--- src/rtl/execute_mc_if.sv ---
// execute_mc_if
//   Handshake bundle between the issue stage / ROB and the execute unit.
//   master : issuer side (drives in_* payload, squash and out_ready)
//   slave  : execute_mc side (drives in_ready and out_* result)
//   Signals: in_valid/in_ready + in_tag, in_op, in_pc, in_imm, in_br_off,
//            in_rs1, in_rs2, in_is_br, in_ld_data; squash;
//            out_valid/out_ready + out_tag, out_rd_data, out_mem_addr,
//            out_mem_data, out_taken, out_next_pc.
//   Opcode encoding falls back to a local definition when param.v has not
//   already provided the `INST_* macros.

`ifndef INST_SIZE_LOG
`define INST_SIZE_LOG 3
`define INST_OP_NOP 3'd0
`define INST_OP_LI  3'd1
`define INST_OP_ADD 3'd2
`define INST_OP_MUL 3'd3
`define INST_OP_LD  3'd4
`define INST_OP_ST  3'd5
`define INST_OP_BR  3'd6
`endif

interface execute_mc_if #(
  parameter int REG_W  = 32,
  parameter int PC_W   = 4,
  parameter int ADDR_W = 2,
  parameter int TAG_W  = 3
);
  logic                      in_valid;
  logic                      in_ready;
  logic [TAG_W-1:0]          in_tag;
  logic [`INST_SIZE_LOG-1:0] in_op;
  logic [PC_W-1:0]           in_pc;
  logic [REG_W-1:0]          in_imm;
  logic [PC_W-1:0]           in_br_off;
  logic [REG_W-1:0]          in_rs1;
  logic [REG_W-1:0]          in_rs2;
  logic                      in_is_br;
  logic [REG_W-1:0]          in_ld_data;
  logic                      squash;
  logic                      out_valid;
  logic                      out_ready;
  logic [TAG_W-1:0]          out_tag;
  logic [REG_W-1:0]          out_rd_data;
  logic [ADDR_W-1:0]         out_mem_addr;
  logic [REG_W-1:0]          out_mem_data;
  logic                      out_taken;
  logic [PC_W-1:0]           out_next_pc;

  modport master (
    output in_valid, in_tag, in_op, in_pc, in_imm, in_br_off, in_rs1, in_rs2,
           in_is_br, in_ld_data, squash, out_ready,
    input  in_ready, out_valid, out_tag, out_rd_data, out_mem_addr,
           out_mem_data, out_taken, out_next_pc
  );

  modport slave (
    input  in_valid, in_tag, in_op, in_pc, in_imm, in_br_off, in_rs1, in_rs2,
           in_is_br, in_ld_data, squash, out_ready,
    output in_ready, out_valid, out_tag, out_rd_data, out_mem_addr,
           out_mem_data, out_taken, out_next_pc
  );
endinterface

--- src/rtl/execute_mc.sv ---
// execute_mc
//   Multi-cycle execute unit: accepts one op per handshake, computes the
//   ALU / load-forward / branch result and returns it with its tag. MUL is
//   timed by a down-counter (MUL_LAT cycles); every other op takes 1 cycle.
//   Ports:
//     i_clk   clock
//     i_rst   synchronous active-high reset
//     io_exe  execute_mc_if.slave (issue handshake, squash, result handshake)
//   Build option:
//     EXEC_MUL_EARLY_ZERO_EN  MUL with a zero operand completes in 1 cycle
//                             (intentional data-dependent latency).
//
//   state       | meaning
//   ------------+-----------------------------------------------
//   ST_IDLE     | empty, ready to accept
//   ST_MUL_BUSY | MUL in flight, r_cnt counting down
//   ST_HOLD     | result presented, waiting for out_ready

module execute_mc #(
  parameter int REG_W   = 32,
  parameter int PC_W    = 4,
  parameter int ADDR_W  = 2,
  parameter int TAG_W   = 3,
  parameter int MUL_LAT = 4
) (
  input logic         i_clk,
  input logic         i_rst,
  execute_mc_if.slave io_exe
);

  localparam int CNT_W = (MUL_LAT > 1) ? $clog2(MUL_LAT) : 1;

  typedef enum logic [1:0] {
    ST_IDLE     = 2'd0,
    ST_MUL_BUSY = 2'd1,
    ST_HOLD     = 2'd2
  } state_t;

  state_t            r_state;
  state_t            w_state_nxt;
  logic [CNT_W-1:0]  r_cnt;
  logic [CNT_W-1:0]  w_cnt_nxt;

  logic              w_in_ready;
  logic              w_accept;
  logic              w_is_mul;
  logic              w_mul_zero;
  logic              w_mul_fast;
  logic [REG_W-1:0]  w_prod;
  logic [REG_W-1:0]  w_rd_data;
  logic              w_taken;
  logic [PC_W-1:0]   w_next_pc;

  logic [TAG_W-1:0]  r_tag;
  logic [REG_W-1:0]  r_rd_data;
  logic [ADDR_W-1:0] r_mem_addr;
  logic [REG_W-1:0]  r_mem_data;
  logic              r_taken;
  logic [PC_W-1:0]   r_next_pc;

  assign w_in_ready = !i_rst && ((r_state == ST_IDLE) ||
                                 ((r_state == ST_HOLD) && io_exe.out_ready));
  assign w_accept   = io_exe.in_valid && w_in_ready && !io_exe.squash;
  assign w_is_mul   = (io_exe.in_op == `INST_OP_MUL);
  assign w_prod     = io_exe.in_rs1 * io_exe.in_rs2;

`ifdef EXEC_MUL_EARLY_ZERO_EN
  assign w_mul_zero = (io_exe.in_rs1 == '0) || (io_exe.in_rs2 == '0);
`else
  assign w_mul_zero = 1'b0;
`endif

  // A 1-cycle MUL skips MUL_BUSY entirely and goes straight to HOLD.
  assign w_mul_fast = w_mul_zero || (MUL_LAT == 1);

  always_comb begin
    w_rd_data = '0;
    case (io_exe.in_op)
      `INST_OP_LI:  w_rd_data = io_exe.in_imm;
      `INST_OP_ADD: w_rd_data = io_exe.in_rs1 + io_exe.in_rs2;
      `INST_OP_MUL: w_rd_data = w_prod;
      `INST_OP_LD:  w_rd_data = io_exe.in_ld_data;
      default:      w_rd_data = '0;
    endcase
  end

  assign w_taken   = (io_exe.in_rs2 == '0);
  assign w_next_pc = (io_exe.in_is_br && w_taken) ? io_exe.in_pc + io_exe.in_br_off
                                                  : io_exe.in_pc + PC_W'(1);

  always_comb begin
    w_state_nxt = r_state;
    w_cnt_nxt   = r_cnt;
    case (r_state)
      ST_IDLE: ;
      ST_MUL_BUSY: begin
        // Leaving on cnt==1 makes out_valid rise exactly MUL_LAT cycles after accept.
        if (r_cnt == CNT_W'(1)) begin
          w_state_nxt = ST_HOLD;
          w_cnt_nxt   = '0;
        end else begin
          w_cnt_nxt = r_cnt - CNT_W'(1);
        end
      end
      ST_HOLD: if (io_exe.out_ready) w_state_nxt = ST_IDLE;
      default: w_state_nxt = ST_IDLE;
    endcase
    if (w_accept) begin
      if (w_is_mul && !w_mul_fast) begin
        w_state_nxt = ST_MUL_BUSY;
        w_cnt_nxt   = CNT_W'(MUL_LAT - 1);
      end else begin
        w_state_nxt = ST_HOLD;
        w_cnt_nxt   = '0;
      end
    end
    // Squash overrides both completion and out_ready.
    if (io_exe.squash) begin
      w_state_nxt = ST_IDLE;
      w_cnt_nxt   = '0;
    end
  end

  always_ff @(posedge i_clk) begin
    if (i_rst) begin
      r_state <= ST_IDLE;
      r_cnt   <= '0;
    end else begin
      r_state <= w_state_nxt;
      r_cnt   <= w_cnt_nxt;
    end
  end

  // Result is captured at accept so later input changes cannot disturb it.
  always_ff @(posedge i_clk) begin
    if (i_rst) begin
      r_tag      <= '0;
      r_rd_data  <= '0;
      r_mem_addr <= '0;
      r_mem_data <= '0;
      r_taken    <= 1'b0;
      r_next_pc  <= '0;
    end else if (w_accept) begin
      r_tag      <= io_exe.in_tag;
      r_rd_data  <= w_rd_data;
      r_mem_addr <= io_exe.in_rs1[ADDR_W-1:0];
      r_mem_data <= io_exe.in_rs2;
      r_taken    <= w_taken;
      r_next_pc  <= w_next_pc;
    end
  end

  assign io_exe.in_ready     = w_in_ready;
  assign io_exe.out_valid    = (r_state == ST_HOLD);
  assign io_exe.out_tag      = r_tag;
  assign io_exe.out_rd_data  = r_rd_data;
  assign io_exe.out_mem_addr = r_mem_addr;
  assign io_exe.out_mem_data = r_mem_data;
  assign io_exe.out_taken    = r_taken;
  assign io_exe.out_next_pc  = r_next_pc;

endmodule

--- src/flat_wrapper.sv ---
// flat-port wrapper written by rule: the top's interface ports become plain ports
module execute_mc_flat 
#(
  parameter int REG_W   = 32,
  parameter int PC_W    = 4,
  parameter int ADDR_W  = 2,
  parameter int TAG_W   = 3,
  parameter int MUL_LAT = 4
)
  (i_clk, i_rst, io_exe_in_valid, io_exe_in_tag, io_exe_in_op, io_exe_in_pc, io_exe_in_imm, io_exe_in_br_off, io_exe_in_rs1, io_exe_in_rs2, io_exe_in_is_br, io_exe_in_ld_data, io_exe_squash, io_exe_out_ready, io_exe_in_ready, io_exe_out_valid, io_exe_out_tag, io_exe_out_rd_data, io_exe_out_mem_addr, io_exe_out_mem_data, io_exe_out_taken, io_exe_out_next_pc);
  execute_mc_if #(.REG_W(REG_W), .PC_W(PC_W), .ADDR_W(ADDR_W), .TAG_W(TAG_W)) io_exe_i ();
  input logic i_clk;
  input logic i_rst;
  input wire logic [$bits(io_exe_i.in_valid)-1:0] io_exe_in_valid;
  input wire logic [$bits(io_exe_i.in_tag)-1:0] io_exe_in_tag;
  input wire logic [$bits(io_exe_i.in_op)-1:0] io_exe_in_op;
  input wire logic [$bits(io_exe_i.in_pc)-1:0] io_exe_in_pc;
  input wire logic [$bits(io_exe_i.in_imm)-1:0] io_exe_in_imm;
  input wire logic [$bits(io_exe_i.in_br_off)-1:0] io_exe_in_br_off;
  input wire logic [$bits(io_exe_i.in_rs1)-1:0] io_exe_in_rs1;
  input wire logic [$bits(io_exe_i.in_rs2)-1:0] io_exe_in_rs2;
  input wire logic [$bits(io_exe_i.in_is_br)-1:0] io_exe_in_is_br;
  input wire logic [$bits(io_exe_i.in_ld_data)-1:0] io_exe_in_ld_data;
  input wire logic [$bits(io_exe_i.squash)-1:0] io_exe_squash;
  input wire logic [$bits(io_exe_i.out_ready)-1:0] io_exe_out_ready;
  output wire logic [$bits(io_exe_i.in_ready)-1:0] io_exe_in_ready;
  output wire logic [$bits(io_exe_i.out_valid)-1:0] io_exe_out_valid;
  output wire logic [$bits(io_exe_i.out_tag)-1:0] io_exe_out_tag;
  output wire logic [$bits(io_exe_i.out_rd_data)-1:0] io_exe_out_rd_data;
  output wire logic [$bits(io_exe_i.out_mem_addr)-1:0] io_exe_out_mem_addr;
  output wire logic [$bits(io_exe_i.out_mem_data)-1:0] io_exe_out_mem_data;
  output wire logic [$bits(io_exe_i.out_taken)-1:0] io_exe_out_taken;
  output wire logic [$bits(io_exe_i.out_next_pc)-1:0] io_exe_out_next_pc;
  assign io_exe_i.in_valid = io_exe_in_valid;
  assign io_exe_i.in_tag = io_exe_in_tag;
  assign io_exe_i.in_op = io_exe_in_op;
  assign io_exe_i.in_pc = io_exe_in_pc;
  assign io_exe_i.in_imm = io_exe_in_imm;
  assign io_exe_i.in_br_off = io_exe_in_br_off;
  assign io_exe_i.in_rs1 = io_exe_in_rs1;
  assign io_exe_i.in_rs2 = io_exe_in_rs2;
  assign io_exe_i.in_is_br = io_exe_in_is_br;
  assign io_exe_i.in_ld_data = io_exe_in_ld_data;
  assign io_exe_i.squash = io_exe_squash;
  assign io_exe_i.out_ready = io_exe_out_ready;
  assign io_exe_in_ready = io_exe_i.in_ready;
  assign io_exe_out_valid = io_exe_i.out_valid;
  assign io_exe_out_tag = io_exe_i.out_tag;
  assign io_exe_out_rd_data = io_exe_i.out_rd_data;
  assign io_exe_out_mem_addr = io_exe_i.out_mem_addr;
  assign io_exe_out_mem_data = io_exe_i.out_mem_data;
  assign io_exe_out_taken = io_exe_i.out_taken;
  assign io_exe_out_next_pc = io_exe_i.out_next_pc;
  execute_mc #(.REG_W(REG_W), .PC_W(PC_W), .ADDR_W(ADDR_W), .TAG_W(TAG_W), .MUL_LAT(MUL_LAT)) u_core (.i_clk(i_clk), .i_rst(i_rst), .io_exe(io_exe_i));
endmodule
--- config.mk ---
export PLATFORM = sky130hd
export DESIGN_NAME = execute_mc_flat
export DESIGN_NICKNAME = d
export VERILOG_FILES = /design/src/rtl/execute_mc_if.sv /design/src/rtl/execute_mc.sv /design/src/flat_wrapper.sv
export SDC_FILE = /design/constraint.sdc
export NUM_CORES = 1
export LEC_CHECK = 0
export CORE_UTILIZATION = 55
export CTS_CLUSTER_DIAMETER = 40
export DETAILED_ROUTE_END_ITERATION = 16
export PLACE_DENSITY_LB_ADDON = 0.3
export SYNTH_ARGS = -nofsm -noshare
export SYNTH_HDL_FRONTEND = slang
export SYNTH_SLANG_ARGS = --single-unit
--- constraint.sdc ---
create_clock -name i_clk -period 15.74 [get_ports i_clk]
set_input_delay 3.935 -clock i_clk [delete_from_list [all_inputs] [get_ports i_clk]]
set_output_delay 3.935 -clock i_clk [all_outputs]
set_load 0.02 [all_outputs]
==> impl_metrics.env <==
export IMPL_multi_input_area_sq_um=17400
export IMPL_ctsRootBufferMaster="clkbuf_16"
export IMPL_tightest_slew_ns=1.06
export IMPL_drt_iter0_markers=1486
export IMPL_syn_avg_cell_area_sq_um=8.71
export IMPL_track_usage_pct=36.5
export IMPL_syn2layout_area_growth_pct=13.9
export IMPL_seq_area_sq_um=1560
export IMPL_cts_hold_buf=0
export IMPL_start_util_pct=55.9
export IMPL_skew_ns=0.00531
export IMPL_gr_total_overflow=0
export IMPL_htree_levels=3
export IMPL_clockBufferDepth=2
export IMPL_drv_cap=0
export IMPL_num_vias=17900
export IMPL_pin_count=224
export IMPL_wl_per_cell_um=22.2
export IMPL_worstSetupPathType="input port to flop"
export IMPL_start_kind="input port"
export IMPL_grt_pass1_wl_mm=107
export IMPL_ys_warn_count=0
export IMPL_detail_route_antenna_nets=0
export IMPL_worstPathCellList="clkdlybuf4s50_1, and2_1, fa_1, fa_1, fa_1, inv_1, fa_1, inv_1, fa_1, inv_1, fa_1, inv_1, fa_1, fa_1, ha_1, a21oi_1, o21ai_0, nor4_1, o31ai_1, a221o_1, a31oi_1, mux2i_1, o21ai_1, o211ai_1"
export IMPL_drt_first_pass_iters=6
export IMPL_std_cell_rows=71
export IMPL_crit_fanout=19
export IMPL_synth_flop_cell="dfxtp_1"
export IMPL_dieWidth_um=197
export IMPL_viasPerCell=5.86
export IMPL_netlist_top_cells_area="fa_1 39%, ha_1 9.4%, and2_1 9.1%"
export IMPL_grt_use_met1_pct=46.7
export IMPL_crit_path_frequent_cell="fa_1"
export IMPL_slew_headroom_pct=29.1
export IMPL_portBuffers=223
export IMPL_hold_class="flop to flop"
export IMPL_routed_wl_mm=68.1
export IMPL_place_hpwl_mm=51.6
export IMPL_synth_edf_count=0
export IMPL_max_freq_ghz=0.0885
export IMPL_critical_path_top_delay_family="adder cells"
export IMPL_final_cell_mix="410 x fa_1, 394 x inv_1, 338 x nand2_1"
export IMPL_clk_pin_slew_ns=0.06
export IMPL_cts_tree="built"
export IMPL_rsz0062_at_grt="no"
export IMPL_min_period_over_period_pct=71.8
export IMPL_drive_gt1_share_pct=3.29
export IMPL_hold_viol=0
export IMPL_synthCells=2410
export IMPL_cts_resized=0
export IMPL_layout_nets=3262
export IMPL_crit_slowest_cell="clkdlybuf4s50_1"
export IMPL_synth_seq_area_share_pct=7.44
export IMPL_grt_most_used_layer="met2"
export IMPL_grt_pass1_vias=19200
export IMPL_status="finished clean"
export IMPL_die_area_sq_um=38900
export IMPL_synth_fp_nets=3126
export IMPL_grt_start_max_net_pins=80
export IMPL_ys_async_sr_fraction_pct=0
export IMPL_timing_final_setup_violations=0
export IMPL_period_minus_slack_ns=11.30
export IMPL_numClockSinks=78
export IMPL_drcViolationCount=0
export IMPL_clkLatencyLatePin_ns=0.34
export IMPL_ys_seq_elements=78
export IMPL_antenna_found_initial=1
export IMPL_synth_area_leader_cell="fa_1"
export IMPL_routabilityCongestion=0.968
export IMPL_syn_cell_area_sq_um=21000
export IMPL_final_common_cell="fa_1"
export IMPL_required_ns=15.94
export IMPL_fillers=3131
export IMPL_tns_ns=0
export IMPL_ys_types=74
export IMPL_crit_arrival_ns=11.50
export IMPL_chipHeight_um=197
export IMPL_end_kind="flop"
export IMPL_path_buf_inv=5
export IMPL_postCtsSetupRepairBufs=0
export IMPL_numCtsBuffers=9
export IMPL_gr_usage_met3_pct=6.85
export IMPL_synth_top_area_share_pct=39.1
export IMPL_crit_path_max_incr_delay_ns=0.93
export IMPL_slew_violations=0
export IMPL_coreArea_sq_um=37600
export IMPL_grt_met2_usage_pct=59.4
[metrics by stage]
step	std cells	util, %	hold WS (ns)	setup WS, ns	instance area [sq um]
4_1_cts	3062	63.6	0.456	4.49	23900
2_1_floorplan	2410	-	0.508	5.34	21000
3_3_place_gp	3046	62.9	0.439	4.22	23600
5_1_grt	3062	63.6	0.474	4.02	23900
3_5_place_dp	3046	62.9	0.447	4.15	23600
6_report	3063	63.6	0.453	4.44	23900
[final timing paths]
check                                                 to  depth (start not counted)  slack, ns                                   startpoint
min          u_core.io_exe.out_mem_data[11]$_SDFFE_PP0P_                          2       0.45  u_core.io_exe.out_mem_data[11]$_SDFFE_PP0P_
max reg2reg   u_core.io_exe.out_rd_data[25]$_SDFFE_PP0P_                          7      13.22               u_core.r_state[1]$_SDFFE_PP0P_
min reg2reg  u_core.io_exe.out_mem_data[11]$_SDFFE_PP0P_                          2       0.45  u_core.io_exe.out_mem_data[11]$_SDFFE_PP0P_
max           u_core.io_exe.out_rd_data[30]$_SDFFE_PP0P_                         24       4.44                            io_exe_in_rs1[13]
[Yosys cell counts, types with 10 or more instances]
cell,number
a211oi_1,14
inv_1,394
o21ai_0,28
dfxtp_1,78
a21o_1,18
fa_1,410
clkbuf_1,119
buf_2,11
o21a_1,15
xnor2_1,81
nor2_1,60
nor3_1,20
a222oi_1,21
nand3_1,11
nand2_1,338
a22oi_1,14
ha_1,158
a21oi_1,114
nand4_1,10
and2_1,306
xor2_1,26
o21ai_1,12
[layout make-up]
type	instances	area share, %
inverters	395	6.20
multi-input cells	1803	72.9
repair buffers	259	10.4
flip-flops and latches	78	6.53
well taps	511	2.67
clock buffers	11	1.06
clock inverters	5	0.131
diodes	1	0.0105
[sequential cells by signal (all words and copies together), names as in the netlist]
signal	count
u_core.io_exe.out_taken	1
u_core.io_exe.out_tag	3
u_core.io_exe.out_rd_data	32
u_core.io_exe.out_mem_data	32
u_core.io_exe.out_mem_addr	2
u_core.r_state	2
u_core.r_cnt	2
u_core.io_exe.out_next_pc	4
[routing by layer]
layer	wire, um	part of all wire (%)	up-vias
li1	-	-	7773
met2	32300	47	987
met5	0	0	-
met4	3760	5.5	0
met3	6500	9.6	199
met1	25600	38	8981
[cells by family (layout without fill, tap and decap cells)]
| family | count (synthesis) | count (layout) | synth area share [%] |
|---|---|---|---|
| fa+ha+maj | 568 | 568 | 48.5 |
| simple gates | 797 | 797 | 19.0 |
| flops | 78 | 78 | 7.44 |
| other cells | 0 | 1 | 0 |
| xor+xnor | 108 | 108 | 4.57 |
| buf+inv | 529 | 670 | 9.53 |
| mux | 13 | 13 | 0.644 |
| compound gates | 317 | 317 | 10.3 |
[worst min-delay path: cells and delay by family (launching register included)]
family          cells  cell delay, ns
flops               1            0.30
simple gates        1            0.05
compound gates      1            0.05
Power is not shown: default switching activity piles up to over one toggle a cycle in this logic, so the estimate is an artifact.
==> edit, RTL diff (same settings) <==
Re-encode `state_t` (3 states) as one-hot, 3 bits wide.
--- a/src/rtl/execute_mc.sv
+++ b/src/rtl/execute_mc.sv
@@ -32,6 +32,6 @@
 
-  typedef enum logic [1:0] {
-    ST_IDLE     = 2'd0,
-    ST_MUL_BUSY = 2'd1,
-    ST_HOLD     = 2'd2
+  typedef enum logic [2:0] {
+    ST_IDLE     = 3'b001,
+    ST_MUL_BUSY = 3'b010,
+    ST_HOLD     = 3'b100
   } state_t;
Check against the original RTL: no difference found for any inputs over 10 cycles, from zero or initial values and one cycle with i_rst high; not proved beyond that.
==> edit against the unedited design <==
- cell count down 1.4%
- first-iteration DRC count down 1.2%
- sequential cell count increased by 1
- critical path type unchanged
- wire length down 2.2%
- design area decreased by 0.81%
- non-clock buffer count down 12
- critical endpoint is now u_core.io_exe.out_rd_data[31]
- register-to-register slack worse by 0.92 ns
- area after synthesis down 0.71%
- hold slack improved by 0.016 ns
- worst setup slack worse by 0.78 ns
Power is not shown: default switching activity piles up to over one toggle a cycle in this logic, so the estimate is an artifact.
==> edit: results (changes against the unedited design) <==
Status
  – Status: finished, final reports clean

Clocking
  – Worst-path clk slew: 0.07 ns
  – H-tree depth: 3 (unchanged)
  – CTS Buf Count: 9 (unchanged)
  – Max clock buf depth: 2 (unchanged)
  – PostCTS Resize Cnt: 0 (unchanged)
  – Root Buffer: clkbuf_16
  – Post-CTS setup buffer count: 0 (unchanged)
  – Clk Latency, worst-skew pair: 0.36 ns (+0.02 ns)

Global route
  – Total GRT Usage: 0.364 (-0.00107)
  – Vias in the first global route: 18939 (-1.4%)
  – Initial antenna violation count: 1 (unchanged)
  – First-pass GRT wire length: 106 mm (-1.0%)
  – GRT overflow: 0 (unchanged)
  – Largest net degree at the start of global routing: 72 (-10%)

Place
  – HPWL after DPL: 51.2 mm (-0.76%)
  – Port buffer count: 223 (unchanged)
  – Pre-CTS setup slack: 3.43 ns (-0.721 ns)
  – Gpl congestion: 0.953 (-1.6%)

Yosys
  – Ranking of synthesized cells by area: fa_1 39%, ha_1 9.5%, and2_1 9.2%
  – Register area share after synthesis: 0.0759 (+0.00149)
  – Post-synth top cells: 410 x fa_1, 391 x inv_1, 330 x nand2_1
  – EDFF count, synth: 0 (unchanged)
  – Syn nets: 3094 (-1.0%)
  – Post-synth top flop: dfxtp_1
  – Warnings from Yosys: 0 (unchanged)
  – Top-area cell type share of the netlist area: 0.394 (+0.00279)
  – Async SR Flop Fraction: 0 (unchanged)
  – Synth cell types: 66 (-11%)

Routing
  – DR iter-0 viols: 1468 (-1.2%)
  – DR vias: 17635 (-1.7%)
  – WL/cell: 22.1 um (-0.79%)
  – Drt pass-1 iters: 9 (+3)

Critical path
  – Largest fanout on the critical path: 30 (+11)
  – Register-to-register setup slack: 12.30 ns (-0.92 ns)
  – Worst EP arrival: 12.29 ns (+0.79 ns)

Timing
  – Fin crit share: 0.767 (+0.0494)
  – Rel. slew slack: 0.182 (-0.109)
  – Clk_skew: 0.00806 ns (+0.00275 ns)

Finish
  – Share of cells above drive strength 1: 0.0246 (-0.00829)
  – Fill cells: 3093 (-1.2%)
  – Ant. Diodes: 0 (-1)
  – Nets: 3227 (-1.1%)

Min path
  – Worst min path class: flop to flop
==> edit: cell count changes in the layout (fill, tap and decap cells not counted), moves of 5 or more <==
cell / delta
o21a_1: -9
o21ai_1: -11
a22o_1: +7
xor2_1: +9
a21oi_2: -7
o21ai_0: +26
nand3_1: +6
and3_1: +5
nand3b_1: +35
nand2_1: -8
a21oi_1: -52
buf_4: -12
a221oi_1: +6
==> edit: routing by layer <==
metal  share of wire  global-route usage  routed length, um
met1            0.39               0.481              26100
met4           0.043               0.149               2870
met5         0.00018                   0                 12
met3            0.12               0.101               8130
met2            0.44               0.566              29500
==> edit: cell type report <==
class	count	area share
clock buffers	9	0.00950
well taps	504	0.0266
multi-input cells	1783	0.730
clock inverters	7	0.00359
flip-flops and latches	79	0.0667
inverters	391	0.0619
repair buffers	247	0.101
==> edit: cells by family (layout without fill, tap and decap cells) <==
kind of cell	Yosys count	in the layout	share of synthesized area
and+or+nand+nor	831	831	0.204
adders and majority gates	568	568	0.489
buffers and inverters	516	654	0.0933
AOI/OAI and AO/OA	264	264	0.0871
xor gates and xnor gates	113	113	0.0475
DFF	79	79	0.0759
muxes	7	7	0.00342
==> edit: per-stage QoR <==
| step | instance area [um2] | utilization | hold WS [ns] | std cells |
|---|---|---|---|---|
| global placement | 23400 | 0.633 | 0.450 | 3004 |
| CTS | 23700 | 0.642 | 0.471 | 3020 |
| detailed placement | 23400 | 0.633 | 0.459 | 3004 |
| finish | 23700 | 0.642 | 0.469 | 3020 |
| floorplan | 20800 | - | 0.523 | 2378 |
| global route | 23700 | 0.642 | 0.497 | 3020 |
==> edit: final timing paths <==
path / cells after the start / start / end
worst max-delay path: 23 / io_exe_in_rs2[4] / u_core.io_exe.out_rd_data[31]
worst min-delay path: 2 / u_core.io_exe.out_taken / u_core.io_exe.out_taken
worst max register to register: 7 / u_core.r_state[2] / u_core.io_exe.out_rd_data[28]
worst min register to register: 2 / u_core.io_exe.out_taken / u_core.io_exe.out_taken
==> edit: critical path, stage by stage <==
cell and delay, ns:
clkdlybuf4s50_1 1.06, and2_1 0.44, fa_1 0.49, inv_1 0.05, fa_1 0.50, fa_1 0.47, fa_1 0.57, inv_1 0.06
fa_1 0.50, inv_1 0.06, fa_1 0.55, inv_1 0.06, fa_1 0.50, fa_1 0.44, ha_1 0.43, o2111ai_1 0.16
o311ai_1 0.73, a211oi_1 0.29, o211ai_1 0.32, o41ai_1 0.12, xnor2_1 0.14, a221oi_1 0.31, nor3_1 0.08
